$ cat src/rtl/mem_walk_pkg.sv
// Shared types and constants for the memTest walking-ones sequencer.
package mem_walk_pkg;

    typedef enum logic [2:0] {
        StIdle,
        StWrite,
        StRead,
        StCheck,
        StDone,
        StFail
    } t_walk_state;

    localparam int unsigned c_PATTERN_SEED = 1;
    localparam int unsigned c_NUM_PASSES   = 2;

endpackage

$ cat src/rtl/comparator.sv
// Equality comparator datapath shared across the memTest blocks.
module comparator #(
    parameter int unsigned p_WIDTH = 8
) (
    input  logic [p_WIDTH-1:0] i_A,
    input  logic [p_WIDTH-1:0] i_B,
    output logic               o_EQUAL
);

    assign o_EQUAL = (i_A == i_B);

endmodule

$ cat src/rtl/mem_walk_ctrl.sv
// Two-pass walking-ones memory test sequencer: writes a range, reads it back and
// reports pass, or the first failing address with expected and read words.
module mem_walk_ctrl
    import mem_walk_pkg::*;
#(
    parameter int unsigned p_AWIDTH = 8,
    parameter int unsigned p_DWIDTH = 8
) (
    input  logic                i_CLK,
    input  logic                i_RST,
    input  logic                i_START,
    input  logic [p_AWIDTH-1:0] i_LAST_ADDR,
    output logic [p_AWIDTH-1:0] o_MEM_ADDR,
    output logic [p_DWIDTH-1:0] o_MEM_WDATA,
    output logic                o_MEM_WE,
    output logic                o_MEM_RE,
    input  logic [p_DWIDTH-1:0] i_MEM_RDATA,
    output logic                o_BUSY,
    output logic                o_DONE,
    output logic                o_FAIL,
    output logic [p_AWIDTH-1:0] o_ERR_ADDR,
    output logic [p_DWIDTH-1:0] o_ERR_EXP,
    output logic [p_DWIDTH-1:0] o_ERR_ACT
);

    localparam logic [p_DWIDTH-1:0] c_SEED      = p_DWIDTH'(c_PATTERN_SEED);
    localparam logic                c_LAST_PASS = 1'(c_NUM_PASSES - 1);

    t_walk_state         state_q, state_d;
    logic [p_AWIDTH-1:0] addr_q, last_q;
    logic [p_DWIDTH-1:0] pattern_q, exp_word, pattern_rot;
    logic                pass_q;
    logic                done_q, fail_q;
    logic [p_AWIDTH-1:0] err_addr_q;
    logic [p_DWIDTH-1:0] err_exp_q, err_act_q;
    logic                addr_eq, data_eq, start_ok;

    assign exp_word    = pattern_q ^ {p_DWIDTH{pass_q}};
    assign pattern_rot = {pattern_q[p_DWIDTH-2:0], pattern_q[p_DWIDTH-1]};
    assign start_ok    = i_START && (state_q == StIdle || state_q == StDone || state_q == StFail);

    comparator #(.p_WIDTH(p_AWIDTH)) u_addr_cmp (
        .i_A     (addr_q),
        .i_B     (last_q),
        .o_EQUAL (addr_eq)
    );

    comparator #(.p_WIDTH(p_DWIDTH)) u_data_cmp (
        .i_A     (i_MEM_RDATA),
        .i_B     (exp_word),
        .o_EQUAL (data_eq)
    );

    always_ff @(posedge i_CLK) begin
        if (i_RST) state_q <= StIdle;
        else       state_q <= state_d;
    end

    always_comb begin
        state_d = state_q;
        unique case (state_q)
            StIdle, StDone, StFail: if (start_ok) state_d = StWrite;
            StWrite: if (addr_eq) state_d = StRead;
            StRead:  state_d = StCheck;
            StCheck: begin
                if (!data_eq)                 state_d = StFail;
                else if (!addr_eq)            state_d = StRead;
                else if (pass_q != c_LAST_PASS) state_d = StWrite;
                else                          state_d = StDone;
            end
            default: state_d = StIdle;
        endcase
    end

    always_comb begin
        o_MEM_ADDR  = '0;
        o_MEM_WDATA = '0;
        o_MEM_WE    = 1'b0;
        o_MEM_RE    = 1'b0;
        o_BUSY      = 1'b0;
        unique case (state_q)
            StWrite: begin
                o_MEM_WE    = 1'b1;
                o_MEM_ADDR  = addr_q;
                o_MEM_WDATA = exp_word;
                o_BUSY      = 1'b1;
            end
            StRead: begin
                o_MEM_RE   = 1'b1;
                o_MEM_ADDR = addr_q;
                o_BUSY     = 1'b1;
            end
            StCheck: o_BUSY = 1'b1;
            default: ;
        endcase
    end

    // Address counter, pattern rotator, pass bit and status/error capture.
    always_ff @(posedge i_CLK) begin
        if (i_RST) begin
            addr_q     <= '0;
            last_q     <= '0;
            pattern_q  <= '0;
            pass_q     <= 1'b0;
            done_q     <= 1'b0;
            fail_q     <= 1'b0;
            err_addr_q <= '0;
            err_exp_q  <= '0;
            err_act_q  <= '0;
        end else begin
            unique case (state_q)
                StIdle, StDone, StFail: begin
                    if (start_ok) begin
                        last_q     <= i_LAST_ADDR;
                        addr_q     <= '0;
                        pass_q     <= 1'b0;
                        pattern_q  <= c_SEED;
                        done_q     <= 1'b0;
                        fail_q     <= 1'b0;
                        err_addr_q <= '0;
                        err_exp_q  <= '0;
                        err_act_q  <= '0;
                    end
                end
                StWrite: begin
                    if (addr_eq) begin
                        addr_q    <= '0;
                        pattern_q <= c_SEED;
                    end else begin
                        addr_q    <= addr_q + p_AWIDTH'(1);
                        pattern_q <= pattern_rot;
                    end
                end
                StCheck: begin
                    if (!data_eq) begin
                        err_addr_q <= addr_q;
                        err_exp_q  <= exp_word;
                        err_act_q  <= i_MEM_RDATA;
                        fail_q     <= 1'b1;
                    end else if (!addr_eq) begin
                        addr_q    <= addr_q + p_AWIDTH'(1);
                        pattern_q <= pattern_rot;
                    end else if (pass_q != c_LAST_PASS) begin
                        pass_q    <= 1'b1;
                        addr_q    <= '0;
                        pattern_q <= c_SEED;
                    end else begin
                        done_q <= 1'b1;
                    end
                end
                default: ;
            endcase
        end
    end

    assign o_DONE     = done_q;
    assign o_FAIL     = fail_q;
    assign o_ERR_ADDR = err_addr_q;
    assign o_ERR_EXP  = err_exp_q;
    assign o_ERR_ACT  = err_act_q;

endmodule

$ cat config.mk
export PLATFORM = sky130hd
export DESIGN_NAME = mem_walk_ctrl
export DESIGN_NICKNAME = d
export VERILOG_FILES = /design/src/rtl/mem_walk_pkg.sv /design/src/rtl/comparator.sv /design/src/rtl/mem_walk_ctrl.sv
export SDC_FILE = /design/constraint.sdc
export NUM_CORES = 1
export LEC_CHECK = 0
export BUFFER_PORTS_ARGS = -buffer_cell sky130_fd_sc_hd__buf_2
export CAP_MARGIN = 20
export CORE_ASPECT_RATIO = 1.4
export CORE_MARGIN = 2
export CORE_UTILIZATION = 30
export DETAILED_ROUTE_END_ITERATION = 8
export SYNTH_ARGS = -nofsm -noshare
export SYNTH_HDL_FRONTEND = slang
export SYNTH_HIERARCHICAL = 1
export SYNTH_SLANG_ARGS = --single-unit
$ cat constraint.sdc
create_clock -name i_CLK -period 3 [get_ports i_CLK]
set_input_delay 0.3 -clock i_CLK [delete_from_list [all_inputs] [get_ports i_CLK]]
set_output_delay 0.3 -clock i_CLK [all_outputs]
set_load 0.02 [all_outputs]
# [Word level (Yosys, flattened, before mapping)]
# Index checks and enable logic that the tools add are counted.
[totals] reg_bits=54 inputBits=19 out_inout_bits=45 wordCells=80
[classes] add_sub_neg=1 eq_ne=14 muxes=39 bitwise_logic=1 reduce_logical=15
[ops] operator="two-way mux 8 bit" n=15
[ops] operator="one-hot mux 8 bit (2 select lines)" n=3
[ops] operator="one-hot mux 8 bit (3 select lines)" n=2
[ops] operator="equality test 8 bit" n=2
[ops] operator="two-way mux 3 bit" n=5
[ops] operator="inequality test 2 bit, second input constant" n=6
[ops] operator="one-hot mux 3 bit (4 select lines)" n=1
[ops] operator="two-way mux 1 bit" n=10
[ops] operator="adder 8 x 1 -> 8 bit, second input constant" n=1
[ops] operator="AND reduction 4 bit" n=2
[ops] operator="XOR 8 bit" n=1
[ops] operator="equality test 3 x 2 -> 1 bit, second input constant" n=2
[ops] operator="equality test 3 bit, second input constant" n=2
[ops] operator="one-hot mux 1 bit (2 select lines)" n=3
[ops] operator="OR reduction 3 bit" n=2
[ops] operator="AND reduction 5 bit" n=1
[ops] operator="AND reduction 2 bit" n=2
[ops] operator="equality test 3 x 1 -> 1 bit, second input constant" n=1
[ops] operator="logical NOT 3 bit" n=1
[ops] operator="inequality test 3 bit, second input constant" n=1
[ops] operator="AND reduction 3 bit" n=1
[ops] operator="nonzero test 3 bit" n=1
[ops] operator="logical OR 1 bit" n=2
[ops] operator="nonzero test 2 bit" n=1
[ops] operator="other kinds (2)" n=2

# [Depth between registers and ports, before layout]
# Gate-level depths: netlist (run 1).
[logic_depth] ltp_word=6 mapped_depth=11 ltp_nobuf=8

# [Cells and area by module]
# The synthesis (run 1) kept the hierarchy.
[modules_own_cells] module="mem_walk_ctrl" n_inst=1 cells_per_inst=259 area_per_inst_um2=2268.4 seq_area_each_um2=1081.0
[modules_own_cells] module="comparator" n_inst=2 cells_per_inst=11 area_per_inst_um2=86.3 seq_area_each_um2=0.0

# [Worst setup path before layout (run 1)]
# Ideal clock, no wire load.
[synth_path] path_kind="flip-flop to flip-flop" start="register pass_q" end="register err_exp_q[7] (netlist: o_ERR_EXP[7])" setup_time_ps=59 arrival_ps=2564 required_time_ps=2941 path_slack_ps=376 stages_incl_launch_ff=11 path_buffers=3 period_less_slack_ps=2624 cell_sequence="dfxtp_1 -> buf_1 -> xor2_1 -> xnor2_1 -> nand4_1 -> nor2_1 -> and4bb_2 -> clkbuf_1 -> nor3_2 -> buf_2 -> a22o_1"
[synth_via] elab_chain_len=4 elab_cells_between_ends=6 classes_between="eq/ne (2); mux (2); bitwise (1); reduce/logical (1)"
[synth_lines] element="start, declared" line_no="mem_walk_ctrl.sv:32" text="logic pass_q;"
[synth_lines] element="start signal, assigned" line_no="mem_walk_ctrl.sv:104" text="pass_q <= 1'b0;"
[synth_lines] element="start signal, assigned" line_no="mem_walk_ctrl.sv:116" text="pass_q <= 1'b0;"
[synth_lines] element="start signal, assigned" line_no="mem_walk_ctrl.sv:144" text="pass_q <= 1'b1;"
[synth_lines] element="XOR 8 bit" line_no="mem_walk_ctrl.sv:38" text="assign exp_word = pattern_q ^ {p_DWIDTH{pass_q}};"
[synth_lines] element="net exp_word[2]" line_no="mem_walk_ctrl.sv:31" text="logic [p_DWIDTH-1:0] pattern_q, exp_word, pattern_rot;"
[synth_lines] element="equality test 8 bit" line_no="comparator.sv:10" text="assign o_EQUAL = (i_A == i_B);"
[synth_lines] element="net data_eq" line_no="mem_walk_ctrl.sv:36" text="logic addr_eq, data_eq, start_ok;"
[synth_lines] element="inequality test 2 bit (no source line)"
[synth_lines] element="AND reduction 3 bit (no source line)"
[synth_lines] element="end signal, assigned" line_no="mem_walk_ctrl.sv:137" text="err_exp_q <= exp_word;"
[synth_lines] element="end, declared" line_no="mem_walk_ctrl.sv:35" text="logic [p_DWIDTH-1:0] err_exp_q, err_act_q;"
# The timed path passes the listed nets, and every way through them passes these cells. The select of a mux whose other input is x is not followed.
# A chain may end at the register's enable or synchronous reset.

# [Final worst setup path (run 1)]
[layout_path] start="register pass_q" end="register pattern_q[1]"
[layout_via] elab_chain_len=4 elab_cells_between_ends=5 classes_between="eq/ne (3); bitwise (1); reduce/logical (1)"
[layout_lines] element="XOR 8 bit" line_no="mem_walk_ctrl.sv:38"
[layout_lines] element="net exp_word[1]" line_no="mem_walk_ctrl.sv:31"
[layout_lines] element="equality test 8 bit" line_no="comparator.sv:10"
[layout_lines] element="net data_eq" line_no="mem_walk_ctrl.sv:36"
[layout_lines] element="inequality test 2 bit (no source line)"
[layout_lines] element="AND reduction 4 bit (no source line)"
[layout_lines] element="end signal, assigned" line_no="mem_walk_ctrl.sv:117" text="pattern_q <= c_SEED;"
[layout_lines] element="end signal, assigned" line_no="mem_walk_ctrl.sv:128" text="pattern_q <= c_SEED;"
[layout_lines] element="end signal, assigned" line_no="mem_walk_ctrl.sv:131" text="pattern_q <= pattern_rot;"
[layout_lines] element="end, declared" line_no="mem_walk_ctrl.sv:31"
# The timed path passes the listed nets, and every way through them passes these cells.

==> metrics.txt, run 1 <==
# TYPE chip_impl_metric gauge
chip_impl_metric{name="area_delta_synth_final",unit="%"} 21.94
chip_impl_metric{name="gr-total-overflow",unit=""} 0
chip_impl_metric{name="synth_enable_flop_cells",unit=""} 0
chip_impl_metric{name="finalCritPeriodShare",unit=""} 0.8577
chip_impl_metric{name="path_clk_slew",unit="ps"} 100
chip_impl_metric{name="clock-skew-final",unit="ps"} 12.00
chip_impl_metric{name="routed_wire_length_per_instance",unit="microns"} 14.14
chip_impl_metric{name="ctsHtreeMaxLevel",unit=""} 2
chip_impl_metric{name="cellInternalPower",unit="mW"} 1.223
chip_impl_metric{name="timing.critical_path.fanout_max",unit=""} 12
chip_impl_metric{name="routed_wirelength",unit="microns"} 6222
chip_impl_metric{name="io_buffer_count",unit=""} 63
chip_impl_metric{name="synth_compound_gate_area_share",unit=""} 0.1866
chip_impl_metric{name="power.share.clock",unit=""} 0.280
chip_impl_metric{name="maximum_clock_frequency",unit="GHz"} 0.3887
chip_impl_metric{name="hold_viol_final",unit=""} 0
chip_impl_metric{name="first_pass_grt_wire_length",unit="microns"} 10520
chip_impl_info{name="regToRegStartpoint",value="pass_q$_SDFFE_PP0P_"} 1
chip_impl_metric{name="cts-buffers-inserted",unit=""} 5
chip_impl_metric{name="cp_data_arrival_time",unit="ps"} 2800
chip_impl_metric{name="tritoncts_num_sinks",unit=""} 54
chip_impl_metric{name="synth_xor_xnor_area_share",unit=""} 0.08970
chip_impl_metric{name="final_number_of_max_transition_violations",unit=""} 0
chip_impl_metric{name="setup-violations-final",unit=""} 0
chip_impl_metric{name="place.detailed.hpwl",unit="microns"} 4681
chip_impl_metric{name="route.antenna.remaining_nets",unit=""} 0
chip_impl_info{name="grt_setup_unrepaired",value="no"} 1
chip_impl_metric{name="muxShareOfSynthArea",unit=""} 0
chip_impl_info{name="worstSetupStartpointType",value="flop"} 1
chip_impl_metric{name="insertedDiodeCount",unit=""} 0
chip_impl_metric{name="netlist_area",unit="sq um"} 2441
chip_impl_metric{name="gp_routability_congestion",unit=""} 0.7901
chip_impl_metric{name="number_of_synthesized_register_bits",unit=""} 54
chip_impl_metric{name="die_y",unit="microns"} 110.7
chip_impl_metric{name="power.ir.vdd_worst",unit="mV"} 0.2903
chip_impl_info{name="worst_setup_path_end_kind",value="flop"} 1
chip_impl_metric{name="combinationalPowerShare",unit=""} 0.268
chip_impl_metric{name="synthAdderAreaFrac",unit=""} 0.005126
chip_impl_metric{name="total_number_of_vias",unit=""} 2118
chip_impl_metric{name="clk-insertion-delay-late",unit="ps"} 310
chip_impl_metric{name="crit_required",unit="ps"} 3230
chip_impl_metric{name="worst-r2r-cell-count",unit=""} 9
chip_impl_metric{name="fp.dieArea",unit="sq um"} 8884
chip_impl_metric{name="drtPass1Iterations",unit=""} 4
chip_impl_metric{name="clock_path_buffers",unit=""} 2
chip_impl_info{name="tritoncts",value="done"} 1
chip_impl_metric{name="seq_area",unit="sq um"} 1082
chip_impl_metric{name="synth_simple_gate_area_share",unit=""} 0.2383
chip_impl_info{name="ctsRootBufferMaster",value="sky130_fd_sc_hd__clkbuf_8"} 1
chip_impl_metric{name="netlist_instances",unit=""} 281
chip_impl_metric{name="initial_utilization",unit=""} 0.3112
chip_impl_metric{name="drt-initial-drc-count",unit=""} 87
chip_impl_metric{name="grt_max_degree",unit=""} 37
chip_impl_metric{name="placement_rows",unit=""} 38
chip_impl_metric{name="utilization",unit=""} 0.3794
chip_impl_metric{name="die_x",unit="microns"} 80.24
chip_impl_metric{name="finish.net_count",unit=""} 359
chip_impl_metric{name="seq_area_frac_synth",unit=""} 0.4428
chip_impl_metric{name="static-leakage-power",unit="nW"} 1.303
chip_impl_info{name="setup.worst_path.class",value="reg2reg"} 1
chip_impl_metric{name="grt_pass1_vias",unit=""} 2174
chip_impl_metric{name="share_seq_of_total_power",unit=""} 0.452
chip_impl_metric{name="post_cts_hold_buffer_count",unit=""} 0
chip_impl_metric{name="hold_path_depth",unit=""} 3
chip_impl_metric{name="core",unit="sq um"} 7845
chip_impl_metric{name="yosys_warnings",unit=""} 6
chip_impl_metric{name="postSynthAreaPerCell",unit="sq um"} 8.687
chip_impl_info{name="hold_start",value="i_LAST_ADDR[4]"} 1
chip_impl_metric{name="routed_via_density",unit=""} 4.814
chip_impl_metric{name="grt_usage",unit=""} 0.1470
chip_impl_metric{name="overall_power",unit="mW"} 1.854
chip_impl_metric{name="setup_tns_final",unit="ps"} 0
chip_impl_metric{name="ys_async_sr_fraction",unit=""} 0
chip_impl_metric{name="max_slew.worst_pin.slew",unit="ps"} 638.7
chip_impl_metric{name="switching_power",unit="mW"} 0.6312
chip_impl_metric{name="power_density",unit="nW/um^2"} 622.8
chip_impl_metric{name="drc",unit=""} 0
chip_impl_info{name="synth-main-ff-cell",value="sky130_fd_sc_hd__dfxtp_1"} 1
chip_impl_metric{name="finalWorstPathRequiredPeriod",unit="ps"} 2573
chip_impl_metric{name="proportion_of_total_power_due_to_net_switching",unit=""} 0.3405
chip_impl_metric{name="multiInputGateArea",unit="sq um"} 1269
chip_impl_metric{name="cts_resized",unit=""} 0
chip_impl_metric{name="maxCapViolations",unit=""} 0
chip_impl_metric{name="final_layout_size_suffix_gt1_frac",unit=""} 0.2441
chip_impl_info{name="outcome",value="finished, final reports clean"} 1
chip_impl_metric{name="floorplan.io_pins",unit=""} 64
chip_impl_metric{name="fillerInstances",unit=""} 828
chip_impl_metric{name="max_slew_headroom",unit=""} 0.5734
chip_impl_metric{name="synth.distinct_cells",unit=""} 38
chip_impl_metric{name="antenna_found_initial",unit=""} 0
chip_impl_info{name="crit_path_start",value="pass_q$_SDFFE_PP0P_"} 1
chip_impl_metric{name="post_cts.repair.setup_buffers",unit=""} 0
chip_impl_info{name="dominant_combinational_cell_family_by_area_after_synthesis",value="simple AND/OR/NAND/NOR gates"} 1
chip_impl_metric{name="syn_nets",unit=""} 301
chip_impl_info{name="min_path_type",value="in2reg"} 1
==> final timing paths <==
path | endpoint | slack, ps
worst min register to register | last_q[4]$_SDFFE_PP0P_ | 480
worst max register to register | pattern_q[1]$_SDFFE_PP0P_ | 430
worst max-delay path | pattern_q[1]$_SDFFE_PP0P_ | 430
worst min-delay path | last_q[4]$_SDFFE_PP0P_ | 230
==> logic make-up (layout without fill, tap and decap cells) <==
group | Yosys count | after routing
compound gates | 69 | 69
xor+xnor | 25 | 25
fa+ha+maj | 1 | 1
buf+inv | 21 | 80
flops | 54 | 54
simple gates | 111 | 111
==> power groups by stage <==
| stage | sequential, mW | clock [mW] | combinational, mW |
|---|---|---|---|
| detailed placement | 0.856 | 0 | 0.500 |
| CTS | 0.840 | 0.533 | 0.502 |
| finish | 0.838 | 0.519 | 0.498 |
| global route | 0.850 | 0.564 | 0.562 |
| global placement | 0.855 | 0 | 0.497 |
| floorplan | 0.816 | 0 | 0.395 |
==> layout by cell type (no fill, tap or decap), types with 7 or more instances in the layout <==
cell type and count:
sky130_fd_sc_hd__a21oi_1 14, sky130_fd_sc_hd__a22o_1 17, sky130_fd_sc_hd__a22oi_1 7, sky130_fd_sc_hd__and2_1 16, sky130_fd_sc_hd__buf_2 63, sky130_fd_sc_hd__dfxtp_1 53
sky130_fd_sc_hd__nand2_1 21, sky130_fd_sc_hd__nand2b_1 9, sky130_fd_sc_hd__nand3_1 11, sky130_fd_sc_hd__nor2_1 27, sky130_fd_sc_hd__o21ai_0 20, sky130_fd_sc_hd__xnor2_1 17
sky130_fd_sc_hd__xor2_1 8
==> critical path, stage by stage, from the launching register on <==
cell,delay (ps)
sky130_fd_sc_hd__dfxtp_2,480
sky130_fd_sc_hd__xor2_1,340
sky130_fd_sc_hd__xnor2_1,170
sky130_fd_sc_hd__nand4_1,100
sky130_fd_sc_hd__nor2_1,310
sky130_fd_sc_hd__a21boi_1,350
sky130_fd_sc_hd__a211o_1,350
sky130_fd_sc_hd__buf_4,230
sky130_fd_sc_hd__nand3_1,80
sky130_fd_sc_hd__o21ai_0,90
==> routing by layer <==
layer	up-vias	track usage	wire, microns
met5	-	0	0
met4	0	0.03277	63
met3	6	0.03013	199
met2	41	0.2661	3340
met1	979	0.1742	2619
li1	1092	-	-
==> layout make-up <==
type	count	share of cell area
multi-input cells	206	0.4262
flip-flops and latches	54	0.3636
repair buffers	70	0.1248
well taps	100	0.04203
clock buffers	6	0.02774
clock inverters	2	0.01303
inverters	2	0.002522
==> metrics by stage <==
step                hold slack (ps)  cell area (sq um)  setup WS [ps]  cells
floorplan                     432.9               2441          376.5    281
detailed placement            450.7               2854          242.9    432
finish                        225.5               2977          427.0    440
global route                  223.9               2977          123.3    440
CTS                           226.0               2975          168.3    440
global placement              457.2               2843          166.5    431
==> synth_stat cells (all sizes together), types with 3 or more instances <==
master / instances / area share
clkbuf: 12 / 0.018
nor3: 6 / 0.014
nor3b: 3 / 0.0092
a22o: 17 / 0.061
o21ai: 22 / 0.045
nor2: 27 / 0.042
and3: 3 / 0.0077
nand2b: 9 / 0.023
nand2: 21 / 0.032
buf: 7 / 0.016
nor2b: 3 / 0.0077
a21oi: 14 / 0.029
and2: 16 / 0.041
xnor2: 17 / 0.061
nand4: 6 / 0.015
a31oi: 3 / 0.0077
nand3: 11 / 0.023
xor2: 8 / 0.029
a22oi: 7 / 0.022
dfxtp: 54 / 0.44
==> registers in the layout, indices dropped and copies added, names as in the netlist, 3 cells and up <==
signal      count
o_ERR_ACT       8
last_q          8
pattern_q       8
o_ERR_EXP       8
addr_q          8
state_q         3
o_ERR_ADDR      8
No activity file was read; power rests on OpenSTA's default activity.
==> run 2, diff against run 1 <==
ABC_AREA = 1   (was unset)
CAP_MARGIN = unset   (was 20)
==> run 2 against run 1 <==
  * First-iteration DRC count rose by 28%
  * Global-route usage is 0.92 points lower
  * Final cell count grew 38%
  * Routed wire length increased by 11%
  * Sequential cell count unchanged
  * Count of clock-buffer cells in the layout grew 1
  * Critical path type unchanged
  * Critical path depth grew 3
  * Critical endpoint is now addr_q[3]$_SDFFE_PP0P_
  * Largest cell class unchanged
==> metrics.txt, run 2 <==
# TYPE chip_impl_metric gauge
chip_impl_metric{name="syn_nets",unit=""} 462
chip_impl_metric{name="crit_required",unit="ps"} 3190
chip_impl_metric{name="minimum_hold_slack",unit="ps"} 278.4
chip_impl_metric{name="overall_power",unit="mW"} 2.664
chip_impl_metric{name="ys_async_sr_fraction",unit=""} 0
chip_impl_info{name="final_cell_mix",value="sky130_fd_sc_hd__nand2_1 (137), sky130_fd_sc_hd__nor2_1 (71), sky130_fd_sc_hd__inv_1 (66)"} 1
chip_impl_metric{name="synth.distinct_cells",unit=""} 24
chip_impl_info{name="hold_start",value="i_MEM_RDATA[3]"} 1
chip_impl_metric{name="drtPass1Iterations",unit=""} 4
chip_impl_metric{name="drt-initial-drc-count",unit=""} 111
chip_impl_metric{name="setup_tns_final",unit="ps"} 0
chip_impl_metric{name="cp_data_arrival_time",unit="ps"} 2680
chip_impl_metric{name="maxCapViolations",unit=""} 0
chip_impl_metric{name="gr-total-overflow",unit=""} 0
chip_impl_metric{name="routed_via_density",unit=""} 4.501
chip_impl_metric{name="die_y",unit="microns"} 117.7
chip_impl_metric{name="routed_wire_length_per_instance",unit="microns"} 11.37
chip_impl_info{name="layout.cells.most_common",value="sky130_fd_sc_hd__nand2_1"} 1
chip_impl_metric{name="maximum_clock_frequency",unit="GHz"} 0.4020
chip_impl_metric{name="clk-insertion-delay-late",unit="ps"} 290
chip_impl_metric{name="first_pass_grt_wire_length",unit="microns"} 11390
chip_impl_info{name="yosys-top-cells-count",value="sky130_fd_sc_hd__nand2_1 (137), sky130_fd_sc_hd__nor2_1 (71), sky130_fd_sc_hd__inv_1 (66), sky130_fd_sc_hd__dfxtp_1 (54), sky130_fd_sc_hd__a21oi_1 (32)"} 1
chip_impl_metric{name="clock-skew-final",unit="ps"} 7.032
chip_impl_metric{name="hold_viol_final",unit=""} 0
chip_impl_metric{name="route.antenna.remaining_nets",unit=""} 0
chip_impl_info{name="synthDominantAreaCellType",value="sky130_fd_sc_hd__dfxtp_1"} 1
chip_impl_metric{name="finalCritPeriodShare",unit=""} 0.8292
chip_impl_metric{name="io_buffer_count",unit=""} 63
chip_impl_info{name="setup.worst_path.class",value="reg2reg"} 1
chip_impl_metric{name="max_slew_headroom",unit=""} 0.5661
chip_impl_metric{name="finalWorstPathRequiredPeriod",unit="ps"} 2488
chip_impl_metric{name="final_number_of_max_transition_violations",unit=""} 0
chip_impl_metric{name="power_density",unit="nW/um^2"} 809.7
chip_impl_metric{name="initial_utilization",unit=""} 0.3086
chip_impl_metric{name="cts_resized",unit=""} 0
chip_impl_info{name="ctsRootBufferMaster",value="sky130_fd_sc_hd__clkbuf_16"} 1
chip_impl_metric{name="area_delta_synth_final",unit="%"} 18.74
chip_impl_metric{name="path_clk_slew",unit="ps"} 70
chip_impl_metric{name="worst-r2r-cell-count",unit=""} 12
chip_impl_metric{name="tritoncts_num_sinks",unit=""} 54
chip_impl_info{name="post_synth_main_area_contributors",value="sky130_fd_sc_hd__dfxtp_1 (39%), sky130_fd_sc_hd__nand2_1 (19%), sky130_fd_sc_hd__nor2_1 (9.6%)"} 1
chip_impl_metric{name="die_x",unit="microns"} 85.22
chip_impl_info{name="tritoncts",value="done"} 1
chip_impl_metric{name="number_of_instances_in_the_placed_design",unit=""} 597
chip_impl_info{name="worst_setup_path_end_kind",value="flop"} 1
chip_impl_metric{name="timing.critical_path.fanout_max",unit=""} 32
chip_impl_metric{name="grt_max_degree",unit=""} 33
chip_impl_metric{name="setup-violations-final",unit=""} 0
chip_impl_metric{name="hold_path_depth",unit=""} 3
chip_impl_metric{name="cts-buffers-inserted",unit=""} 5
chip_impl_info{name="crit_path_start",value="pass_q$_SDFFE_PP0P_"} 1
chip_impl_metric{name="grt_pass1_vias",unit=""} 2474
chip_impl_info{name="min_path_type",value="in2reg"} 1
chip_impl_metric{name="finalNonFillerCells",unit=""} 605
chip_impl_metric{name="post_cts_hold_buffer_count",unit=""} 0
chip_impl_metric{name="clock_path_buffers",unit=""} 2
chip_impl_metric{name="gp_routability_congestion",unit=""} 0.7723
chip_impl_info{name="regToRegStartpoint",value="pass_q$_SDFFE_PP0P_"} 1
chip_impl_metric{name="antenna_found_initial",unit=""} 0
chip_impl_metric{name="utilization",unit=""} 0.3664
chip_impl_metric{name="insertedDiodeCount",unit=""} 0
chip_impl_metric{name="yosys_warnings",unit=""} 6
chip_impl_info{name="grt_setup_unrepaired",value="no"} 1
chip_impl_info{name="outcome",value="finished, final reports clean"} 1
chip_impl_metric{name="static-leakage-power",unit="nW"} 1.670
chip_impl_metric{name="netlist_instances",unit=""} 442
chip_impl_metric{name="netlist_area",unit="sq um"} 2770
chip_impl_metric{name="routed_wirelength",unit="microns"} 6878
chip_impl_info{name="worstSetupStartpointType",value="flop"} 1
chip_impl_metric{name="drc",unit=""} 0
chip_impl_metric{name="final_layout_size_suffix_gt1_frac",unit=""} 0.1687
chip_impl_metric{name="seq_area_frac_synth",unit=""} 0.3902
chip_impl_metric{name="place.detailed.hpwl",unit="microns"} 5054
chip_impl_metric{name="ctsHtreeMaxLevel",unit=""} 2
chip_impl_metric{name="synth_largest_type_area_fraction",unit=""} 0.3902
chip_impl_metric{name="number_of_synthesized_register_bits",unit=""} 54
chip_impl_metric{name="fp.dieArea",unit="sq um"} 10030
chip_impl_metric{name="synth_enable_flop_cells",unit=""} 0
chip_impl_metric{name="core",unit="sq um"} 8977
chip_impl_metric{name="max_slew.worst_pin.slew",unit="ps"} 649.4
chip_impl_metric{name="floorplan.io_pins",unit=""} 64
chip_impl_metric{name="placement_rows",unit=""} 41
chip_impl_metric{name="finish.net_count",unit=""} 517
chip_impl_metric{name="postSynthAreaPerCell",unit="sq um"} 6.267
chip_impl_info{name="yosys.cell_count.top_type",value="sky130_fd_sc_hd__nand2_1"} 1
chip_impl_metric{name="total_number_of_vias",unit=""} 2723
chip_impl_metric{name="power.ir.vdd_worst",unit="mV"} 0.3550
chip_impl_metric{name="post_cts.repair.setup_buffers",unit=""} 0
chip_impl_metric{name="grt_usage",unit=""} 0.1378
chip_impl_info{name="synth-main-ff-cell",value="sky130_fd_sc_hd__dfxtp_1"} 1
## run 2: cell count changes after synthesis, moves of 5 or more
cell | previous run | this run
sky130_fd_sc_hd__nand2b_1 | 9 | 0
sky130_fd_sc_hd__nand2_1 | 21 | 137
sky130_fd_sc_hd__a22oi_1 | 7 | 0
sky130_fd_sc_hd__a22o_1 | 17 | 0
sky130_fd_sc_hd__and2_1 | 16 | 0
sky130_fd_sc_hd__inv_1 | 2 | 66
sky130_fd_sc_hd__buf_4 | 0 | 5
sky130_fd_sc_hd__xnor2_1 | 17 | 1
sky130_fd_sc_hd__nand3_1 | 11 | 19
sky130_fd_sc_hd__nand4_1 | 6 | 0
sky130_fd_sc_hd__clkbuf_1 | 12 | 5
sky130_fd_sc_hd__nor2_1 | 27 | 71
sky130_fd_sc_hd__a21oi_1 | 14 | 32
## run 2: logic make-up after synthesis
group | Yosys count | synth area share
and+or+nand+nor | 236 | 0.3451
buffers and inverters | 86 | 0.1305
AOI/OAI and AO/OA | 57 | 0.1043
DFF | 54 | 0.3902
xor gates and xnor gates | 8 | 0.02529
adders and majority gates | 1 | 0.004516
## run 2: worst paths after layout
check | end | slack, ps
worst min register to register | o_DONE$_SDFFE_PP0P_ | 450
worst min-delay path | o_ERR_ACT[3]$_SDFFE_PP0P_ | 280
worst max-delay path | addr_q[3]$_SDFFE_PP0P_ | 510
worst max register to register | addr_q[3]$_SDFFE_PP0P_ | 510
## run 2: where the power goes
group,switching [mW],leakage [nW],internal [mW]
combinational,0.762,1.15,0.341
clock,0.265,0.0801,0.357
sequential,0.117,0.440,0.822
## run 2: cell type report
cell class / count / area, sq um
inverters: 70 / 262.8
clock buffers: 7 / 152.6
repair buffers: 64 / 322.8
well taps: 107 / 133.9
multi-input cells: 302 / 1328
fillers: 994 / 5688
clock inverters: 1 / 8.758
flip-flops and latches: 54 / 1081
## run 2: metal layers
| metal | up-vias | global-route usage | share of wire |
|---|---|---|---|
| met1 | 1217 | 0.1535 | 0.40 |
| met2 | 54 | 0.2559 | 0.53 |
| li1 | 1442 | - | - |
| met3 | 10 | 0.02595 | 0.049 |
| met4 | 0 | 0.04563 | 0.018 |
| met5 | - | 0 | 0 |
## run 2: through the flow
| stage | instance area [sq um] | setup slack, ps |
|---|---|---|
| floorplan | 2770 | 1130 |
| global placement | 3128 | 559.8 |
| detailed placement | 3128 | 471.1 |
| CTS | 3289 | 460.6 |
| global route | 3289 | 167.0 |
| finish | 3289 | 512.5 |
## run 2: worst max-delay path: stages, from the launching register on
cell and delay [ps]:
sky130_fd_sc_hd__dfxtp_1 610, sky130_fd_sc_hd__xor2_1 340, sky130_fd_sc_hd__inv_1 70, sky130_fd_sc_hd__nand2_1 60
sky130_fd_sc_hd__nand2_1 50, sky130_fd_sc_hd__nor2_1 120, sky130_fd_sc_hd__nand2_1 60, sky130_fd_sc_hd__nor2_1 140
sky130_fd_sc_hd__a31oi_1 140, sky130_fd_sc_hd__nor2_4 550, sky130_fd_sc_hd__nand2_1 110, sky130_fd_sc_hd__nand2_1 80
sky130_fd_sc_hd__nor2_1 40
==> run 3, diff against run 2 <==
ABC_AREA = 0   (was 1)
clock period = 2.2 ns   (was 3 ns; I/O delays follow)
==> run 3 against run 2 <==
  * Largest power group is now registers
  * Clock skew up 6.9 ps
  * Fmax is 17% higher
  * Register-to-register slack lost 450 ps
  * Critical endpoint is now pattern_q[1]$_SDFFE_PP0P_
  * Total power shrank 2.2%
  * Via count down 17%
  * Sequential cell count is the same
  * Global-route usage increased by 2.0 points
  * First-iteration DRC count is 20% lower
  * Non-clock buffer count is 36 higher
  * Routed wire length fell by 0.19%
  * Sequential share of layout area shrank 0.78 points
  * Critical path depth down 1
==> metrics.txt, run 3 (synthesis gave the netlist of run 1 again) <==
# TYPE chip_impl_metric gauge
chip_impl_info{name="outcome",value="finished, final reports clean"} 1
chip_impl_metric{name="cts-buffers-inserted",unit=""} 5
chip_impl_info{name="grt_setup_unrepaired",value="yes"} 1
chip_impl_metric{name="power_density",unit="nW/um^2"} 770.8
chip_impl_metric{name="routed_wire_length_per_instance",unit="microns"} 14.61
chip_impl_info{name="hold_start",value="i_LAST_ADDR[4]"} 1
chip_impl_metric{name="gp_routability_congestion",unit=""} 0.8026
chip_impl_info{name="min_path_type",value="in2reg"} 1
chip_impl_metric{name="postLayoutCellArea",unit="sq um"} 3381
chip_impl_metric{name="final_layout_size_suffix_gt1_frac",unit=""} 0.3351
chip_impl_info{name="crit_slowest_cell",value="sky130_fd_sc_hd__a211o_4"} 1
chip_impl_metric{name="dpl_cell_area",unit="sq um"} 3163
chip_impl_metric{name="cp_data_arrival_time",unit="ps"} 2340
chip_impl_metric{name="maxCapViolations",unit=""} 0
chip_impl_metric{name="post_cts.repair.setup_buffers",unit=""} 0
chip_impl_metric{name="final_number_of_max_transition_violations",unit=""} 0
chip_impl_info{name="crit_path_start",value="pass_q$_SDFFE_PP0P_"} 1
chip_impl_metric{name="clock-skew-final",unit="ps"} 13.93
chip_impl_metric{name="post-route-worst-setup-slack",unit="ps"} 65.57
chip_impl_info{name="layout.cells.most_common",value="sky130_fd_sc_hd__buf_2"} 1
chip_impl_metric{name="timing.critical_path.slowest_cell_delay",unit="ps"} 420
chip_impl_metric{name="power.ir.vdd_worst",unit="mV"} 0.4002
chip_impl_metric{name="routed_via_density",unit=""} 4.815
chip_impl_metric{name="grt_max_degree",unit=""} 22
chip_impl_metric{name="place.detailed.hpwl",unit="microns"} 5211
chip_impl_metric{name="clock_path_buffers",unit=""} 2
chip_impl_metric{name="drc",unit=""} 0
chip_impl_metric{name="timing.critical_path.fanout_max",unit=""} 8
chip_impl_metric{name="insertedDiodeCount",unit=""} 0
chip_impl_metric{name="setup-violations-final",unit=""} 0
chip_impl_info{name="ctsRootBufferMaster",value="sky130_fd_sc_hd__clkbuf_8"} 1
chip_impl_metric{name="die_y",unit="microns"} 110.7
chip_impl_metric{name="floorplan.io_pins",unit=""} 64
chip_impl_metric{name="ctsHtreeMaxLevel",unit=""} 2
chip_impl_metric{name="crit_required",unit="ps"} 2410
chip_impl_metric{name="max_slew_headroom",unit=""} 0.6168
chip_impl_metric{name="static-leakage-power",unit="nW"} 1.480
chip_impl_metric{name="finalCritPeriodShare",unit=""} 0.9702
chip_impl_info{name="cp_cell_sequence",value="buf_12 -> xor2_2 -> xnor2_1 -> nand4_1 -> nor2_2 -> buf_4 -> a21boi_4 -> a211o_4 -> clkbuf_16 -> nand3_1 -> o21ai_0"} 1
chip_impl_metric{name="clk-insertion-delay-late",unit="ps"} 310
chip_impl_metric{name="hold_viol_final",unit=""} 0
chip_impl_metric{name="die_x",unit="microns"} 80.24
chip_impl_info{name="worst_setup_path_end_kind",value="flop"} 1
chip_impl_metric{name="path_clk_slew",unit="ps"} 100
chip_impl_info{name="final_cell_mix",value="sky130_fd_sc_hd__buf_2 (63), sky130_fd_sc_hd__dfxtp_1 (53), sky130_fd_sc_hd__buf_4 (29)"} 1
chip_impl_metric{name="first_pass_grt_wire_length",unit="microns"} 10850
chip_impl_metric{name="drt-initial-drc-count",unit=""} 89
chip_impl_metric{name="core",unit="sq um"} 7845
chip_impl_metric{name="tritoncts_num_sinks",unit=""} 54
chip_impl_info{name="worstSetupStartpointType",value="flop"} 1
chip_impl_metric{name="routed_wirelength",unit="microns"} 6865
chip_impl_metric{name="grt_usage",unit=""} 0.1580
chip_impl_metric{name="finish.net_count",unit=""} 389
chip_impl_metric{name="gr-total-overflow",unit=""} 0
chip_impl_metric{name="maximum_clock_frequency",unit="GHz"} 0.4685
chip_impl_info{name="regToRegStartpoint",value="pass_q$_SDFFE_PP0P_"} 1
chip_impl_metric{name="io_buffer_count",unit=""} 63
chip_impl_metric{name="grt_pass1_vias",unit=""} 2177
chip_impl_metric{name="antenna_found_initial",unit=""} 0
chip_impl_metric{name="utilization",unit=""} 0.4309
chip_impl_metric{name="area_delta_synth_final",unit="%"} 38.49
chip_impl_info{name="setup.worst_path.class",value="reg2reg"} 1
chip_impl_metric{name="placement_rows",unit=""} 38
chip_impl_metric{name="finalWorstPathRequiredPeriod",unit="ps"} 2134
chip_impl_metric{name="initial_utilization",unit=""} 0.3112
chip_impl_metric{name="overall_power",unit="mW"} 2.606
chip_impl_metric{name="drtPass1Iterations",unit=""} 4
chip_impl_metric{name="total_number_of_vias",unit=""} 2263
chip_impl_metric{name="fp.dieArea",unit="sq um"} 8884
chip_impl_metric{name="max_slew.worst_pin.slew",unit="ps"} 572.7
chip_impl_metric{name="minimum_hold_slack",unit="ps"} 133.3
chip_impl_metric{name="dpl_worst_slack",unit="ps"} -302.1
chip_impl_info{name="tritoncts",value="done"} 1
chip_impl_metric{name="route.antenna.remaining_nets",unit=""} 0
==> run 3: cell count changes in the layout (fill, tap and decap cells not counted), moves of 7 or more <==
cell / before / now
sky130_fd_sc_hd__nor2_1: 71 / 26
sky130_fd_sc_hd__xnor2_1: 1 / 17
sky130_fd_sc_hd__nand2b_1: 0 / 9
sky130_fd_sc_hd__inv_1: 66 / 2
sky130_fd_sc_hd__and2_1: 0 / 16
sky130_fd_sc_hd__a21oi_1: 32 / 14
sky130_fd_sc_hd__buf_4: 1 / 29
sky130_fd_sc_hd__nand2_1: 137 / 21
sky130_fd_sc_hd__nand3_1: 19 / 11
sky130_fd_sc_hd__a22o_1: 0 / 17
sky130_fd_sc_hd__a22oi_1: 0 / 7
==> run 3: power by group <==
part	switching, mW	internal (mW)	leakage [nW]
clock network	0.320	0.289	0.0544
registers	0.0816	1.04	0.438
logic	0.509	0.367	0.988
==> run 3: worst paths after layout <==
kind / depth (start not counted) / slack [ps] / end
max: 11 / 70 / pattern_q[1]$_SDFFE_PP0P_
min: 3 / 130 / last_q[4]$_SDFFE_PP0P_
max reg2reg: 11 / 70 / pattern_q[1]$_SDFFE_PP0P_
min reg2reg: 2 / 470 / last_q[3]$_SDFFE_PP0P_
==> run 3: final cells by class <==
cell class              count  area (sq um)
repair buffers            100         654.4
flip-flops and latches     54          1085
fillers                   791          4464
multi-input cells         206          1404
clock buffers               7         96.34
inverters                   2         7.507
clock inverters             1         8.758
well taps                 100         125.1
==> run 3: worst max-delay path: cells and delay by family, from the launching register on <==
family / cells / cell delay [ps]
and+or+nand+nor: 3 / 220
xor gates and xnor gates: 2 / 320
AOI/OAI and AO/OA: 3 / 640
buffers and inverters: 3 / 470
DFF: 1 / 380
==> run 3: stage by stage <==
stage	instances	setup TNS [ps]
floorplan	281	0
global placement	462	-3635
detailed placement	462	-5307
CTS	470	0
global route	470	-160.3
finish	470	0
==> run 3: metal layers <==
layer / part of all wire / vias up / GRT usage
met3: 0.029 / 7 / 0.03176
li1: - / 1149 / -
met2: 0.55 / 35 / 0.2928
met1: 0.40 / 1072 / 0.1741
met5: 0 / - / 0
met4: 0.018 / 0 / 0.05198
==> run 3: what timing repair did <==
| action | CTS | global route |
|---|---|---|
| hold buffers | 0 | 0 |
| setup endpoints to repair | 28 | 34 |
| gates cloned | 0 | 1 |
| gates resized for setup | 3 | 17 |
| pin swaps | 1 | 10 |
